===== src/rtl/moore_seq_1100_nov.sv =====
// Moore FSM that flags each non-overlapping "1100" on the serial input in_seq.
// det_out is decoded from the registered state only, so it never follows in_seq combinationally.
module moore_seq_1100_nov (
  input  logic in_seq,
  input  logic clk,
  input  logic rst,
  output logic det_out
);

  localparam logic [2:0] S0 = 3'd0;
  localparam logic [2:0] S1 = 3'd1;
  localparam logic [2:0] S2 = 3'd2;
  localparam logic [2:0] S3 = 3'd3;
  localparam logic [2:0] S4 = 3'd4;

  logic [2:0] state_q;
  logic [2:0] state_d;
  logic       bit_one;

  // An X/Z sample compares as unknown, which the if-tests below treat as a 0.
  assign bit_one = (in_seq == 1'b1);

  always_ff @(posedge clk or posedge rst) begin
    if (rst) begin
      state_q <= S0;
    end else begin
      state_q <= state_d;
    end
  end

  always_comb begin
    state_d = S0;
    case (state_q)
      S0: if (bit_one) state_d = S1; else state_d = S0;
      S1: if (bit_one) state_d = S2; else state_d = S0;
      S2: if (bit_one) state_d = S2; else state_d = S3;
      S3: if (bit_one) state_d = S1; else state_d = S4;
      // After a detection matching restarts from scratch.
      S4: if (bit_one) state_d = S1; else state_d = S0;
      default: state_d = S0;
    endcase
  end

  always_comb begin
    det_out = 1'b0;
    case (state_q)
      S4:      det_out = 1'b1;
      default: det_out = 1'b0;
    endcase
  end

endmodule


===== config.mk =====
export PLATFORM = sky130hd
export DESIGN_NAME = moore_seq_1100_nov
export DESIGN_NICKNAME = d
export VERILOG_FILES = /design/src/rtl/moore_seq_1100_nov.sv
export SDC_FILE = /design/constraint.sdc
export NUM_CORES = 1
export LEC_CHECK = 0
export ABC_CLOCK_PERIOD_IN_PS = 1000
export CAP_MARGIN = 10
export CORE_AREA = 2 2 39 41
export CTS_CLUSTER_SIZE = 14
export DETAILED_ROUTE_END_ITERATION = 6
export DIE_AREA = 0 0 41 43
export SLEW_MARGIN = 0
export SYNTH_ARGS = -nofsm -noshare
export SYNTH_HDL_FRONTEND = slang
export SYNTH_SLANG_ARGS = --single-unit

===== constraint.sdc =====
create_clock -name clk -period 1 [get_ports clk]
set_input_delay 0.2 -clock clk [delete_from_list [all_inputs] [get_ports clk]]
set_output_delay 0.2 -clock clk [all_outputs]
set_load 0.01 [all_outputs]

=== After elaboration in Yosys (flattened, before gate mapping) ===
Cells that the tools add are included.

* Bits in registers: 3
* Input port bits: 3
* Output and inout port bits: 1
* Word-level logic and storage cells: 13

* Eq/ne operators: 4
* Multiplexer cells: 6
* Reduce and logical (&&, ||, !) cells: 2

{| class="wikitable"
|+ Operators with widths
! cell !! number
|-
| $pmux 3 s4 || 1
|-
| $eq 3x2->1 const B || 2
|-
| $eq 3x1->1 const B || 1
|-
| $eq 3x3->1 const B || 1
|-
| $logic_not 3->1 || 1
|-
| $mux 1 || 3
|-
| $mux 3 || 1
|-
| $mux 2 || 1
|-
| $reduce_or 2->1 || 1
|}

=== Logic depth before layout (Yosys ltp) ===
* Depth after elaboration: 3
* Depth in mapped cells: 2

=== Worst setup path after synthesis ===
OpenSTA, ideal clock, no wires.

* Path type: flip-flop to output port
* Start point: register state_q[1]
* End point: output det_out
* Data arrival time: 0.701 ns
* Path slack: 0.099 ns
* Cell stages (with the launch flop): 2
* Path through: dfrtp_1 > nor3_1

* Cells in the longest elaborated chain, start to end: 2

{| class="wikitable"
|+ RTL lines
! element !! RTL line !! source
|-
| start: declaration || 16 || <nowiki>logic [2:0] state_q;</nowiki>
|-
| start signal: assignment || 27 || <nowiki>state_q <= state_d;</nowiki>
|-
| $eq 3x3->1 || 46 || <nowiki>case (state_q)</nowiki>
|-
| $mux 1 || 46 ||
|-
| end: declaration || 7 || <nowiki>output logic det_out</nowiki>
|}

No other way between the ends.

=== Worst setup path after layout ===
* Start point: register state_q[0]
* End point: output det_out

Same word-level chain as after synthesis.

==> flow_metrics.env <==
export IMPL_netlist_area_leader_share_pct=54.05
export IMPL_cts_buffer_depth=2
export IMPL_synthCells=13
export IMPL_cts_buffers=3
export IMPL_violations="negative setup slack"
export IMPL_start_kind="flip-flop"
export IMPL_worstHoldPathType="in -> async"
export IMPL_synth_area_leaders="dfrtp_1 54%, a32o_1 7.2%, nor4bb_1 7.2%"
export IMPL_cts_tree="yes"
export IMPL_seqPwrFrac_pct=24.8
export IMPL_powerDensity_nw_per_um2=2624
export IMPL_core_um2=1384
export IMPL_synth_warnings=0
export IMPL_die_area_um2=1763
export IMPL_cts_sinks=3
export IMPL_ant_nets=0
export IMPL_power_mw=0.7847
export IMPL_tightest_slew_ps=238.4
export IMPL_period_minus_slack_ps=1137
export IMPL_htree_levels=1
export IMPL_combinationalPowerShare_pct=48.4
export IMPL_regMostFlops="state_q"
export IMPL_clockPowerShare_pct=26.8
export IMPL_area_growth_pct=115.3
export IMPL_grt_antenna_before_repair=0
export IMPL_layout_drive_gt1_share_pct=55.56
export IMPL_dp_hpwl_um=224.5
export IMPL_fin_skew_ps=0.1732
export IMPL_grt_pass1_vias=174
export IMPL_fin_nets=31
export IMPL_finalSetupViolations=3
export IMPL_status="finished with violations"
export IMPL_start_util_pct=10.04
export IMPL_grt_usage_pct=6.855
export IMPL_grt_pass1_wl_um=641
export IMPL_yosysTopAreaCell="dfrtp_1"
export IMPL_vias=147
export IMPL_grt_max_degree=6
export IMPL_die_h_um=43
export IMPL_n_antenna_cell=0
export IMPL_yosysSeqAreaShare_pct=54.05
export IMPL_end_kind="output pin"
export IMPL_p_leak_nw=0.1445
export IMPL_p_switching_mw=0.2231
export IMPL_cts_hold_buf=0
export IMPL_swShare_pct=28.43
export IMPL_overflow=0
export IMPL_drt_iter0_drc=0
export IMPL_final_period_utilization_pct=113.7
export IMPL_max_slew_margin_rel_pct=83.88
export IMPL_rows=14
export IMPL_setup_ws_ps=-137.3
export IMPL_cap_violations=0
export IMPL_placedCellCount=35
export IMPL_wire_per_inst_um=9.721
export IMPL_io_buffers=3
export IMPL_io_pins=4
export IMPL_drc=0
export IMPL_cpPeakStageDelay_ps=380
export IMPL_fill_cells=154
export IMPL_critPathArrivalTime_ps=940
export IMPL_p_int_mw=0.5617
export IMPL_vdd_drop_max_mv=0.4094
export IMPL_crit_type="reg -> out"
export IMPL_grt_setup_unrepaired="true"
export IMPL_final_hold_viol_count=0
export IMPL_synth_area_um2=138.9
export IMPL_crit_chain="nor3_2 > buf_2"
export IMPL_ys_seq_elements=3
export IMPL_largest_reg_flops=3
export IMPL_cp_data_required_time_ps=800
export IMPL_syn_nets=16
export IMPL_pre_cts_ws_ps=-390.6
export IMPL_avgSynthCellArea_um2=10.68
export IMPL_max_freq_mhz=879.2
export IMPL_cpMaxStageDelayCell="dfrtp_1"
export IMPL_gp_congestion=0.5518
export IMPL_die_w_um=41
export IMPL_top_regs="state_q: 3 flops"
export IMPL_cts_clk_slew_worst_paths_ps=40
export IMPL_wl_um=418
export IMPL_crit_fanout=2
export IMPL_clk_insertion_delay_late_ps=230
export IMPL_synth_distinct_cells=10
export IMPL_slew_viol_final=0
export IMPL_vias_per_cell=3.419
export IMPL_final_cells=43
export IMPL_cts_root_buf="clkbuf_4"
export IMPL_drt_pass1_iterations=1
critical path, delay by kind of cell (launching register included):
family / cells / cell delay [ps]
flops: 1 / 380
simple gates: 1 / 180
buf+inv: 1 / 150
logic make-up after synthesis:
kind of cell	synth area share, %
xor+xnor	6.307
simple gates	23.42
buf+inv	5.407
flops	54.05
compound gates	10.81
power groups by stage:
| stage | logic, mW | clock network [mW] | registers, mW |
|---|---|---|---|
| 6_report | 0.380 | 0.211 | 0.194 |
| 5_1_grt | 0.406 | 0.226 | 0.197 |
| 4_1_cts | 0.250 | 0.223 | 0.189 |
| 3_5_place_dp | 0.213 | 0 | 0.190 |
| 3_3_place_gp | 0.212 | 0 | 0.188 |
| 2_1_floorplan | 0.0989 | 0 | 0.206 |
per-stage QoR:
stage / utilization, % / setup TNS [ps] / cell area (um^2) / hold slack (ps)
after floorplan: - / 0 / 138.9 / -46.36
after global placement: 15.28 / -777.8 / 211.5 / 381.8
after detailed placement: 15.28 / -819.2 / 211.5 / 378.3
after CTS: 18.26 / -198.7 / 252.7 / 136.2
after global routing: 21.61 / -383.9 / 299.0 / 149.9
final: 21.61 / -272.1 / 299.0 / 139.2
area by class of cell:
class                      count  area, um^2  area share, %
inverter                       2       7.507          2.510
timing repair buffer          10       91.34          30.54
tap                           16       20.02          6.695
clock buffer                   4       26.28          8.787
multi-input combinational      8       78.83          26.36
sequential                     3       75.07          25.10
final timing paths:
| check | to | cells after the start | slack [ps] | startpoint |
|---|---|---|---|---|
| worst max-delay path | det_out | 2 | -140 | state_q[0]$_DFF_PP0_ |
| worst min-delay path | state_q[0]$_DFF_PP0_ | 2 | 140 | rst |
| worst max register to register | state_q[0]$_DFF_PP0_ | 4 | -120 | state_q[0]$_DFF_PP0_ |
| worst min register to register | state_q[1]$_DFF_PP0_ | 2 | 530 | state_q[2]$_DFF_PP0_ |
| max in group asynchronous | state_q[2]$_DFF_PP0_ | 2 | 730 | rst |
| min in group clk | state_q[1]$_DFF_PP0_ | 3 | 360 | in_seq |
what timing repair did:
action | CTS | global route
gates cloned | 0 | 0
hold endpoints to repair | 0 | 0
gates resized for setup | 5 | 7
setup endpoints to repair | 2 | 4
pin swaps | 1 | 2
setup buffers | 2 | 2
cell usage in the layout, fill, tap and decap left out:
cell             count
a21oi_2              1
a32o_1               1
buf_2                1
buf_4                4
buf_6                3
clkbuf_1             1
clkbuf_4             3
clkdlybuf4s50_1      1
dfrtp_1              3
dlymetal6s2s_1       1
inv_1                2
nand2b_1             1
nand3b_1             1
nor2_1               1
nor3_2               1
nor4bb_2             1
xnor2_2              1
metal layers:
metal | global-route usage [%] | vias up | share of wire [%]
li1 | - | 72 | -
met1 | 4.560 | 73 | 32
met2 | 8.438 | 2 | 65
met3 | 4.712 | 0 | 2.9
met4 | 12.00 | 0 | 0
met5 | 0 | - | 0
cells in the mapped netlist:
cell,n
nor2_1,1
dfrtp_1,3
nand3b_1,1
a32o_1,1
nor3_1,1
xnor2_1,1
nand2b_1,1
inv_1,2
nor4bb_1,1
a21oi_1,1
No activity file was read; power rests on OpenSTA's default activity.
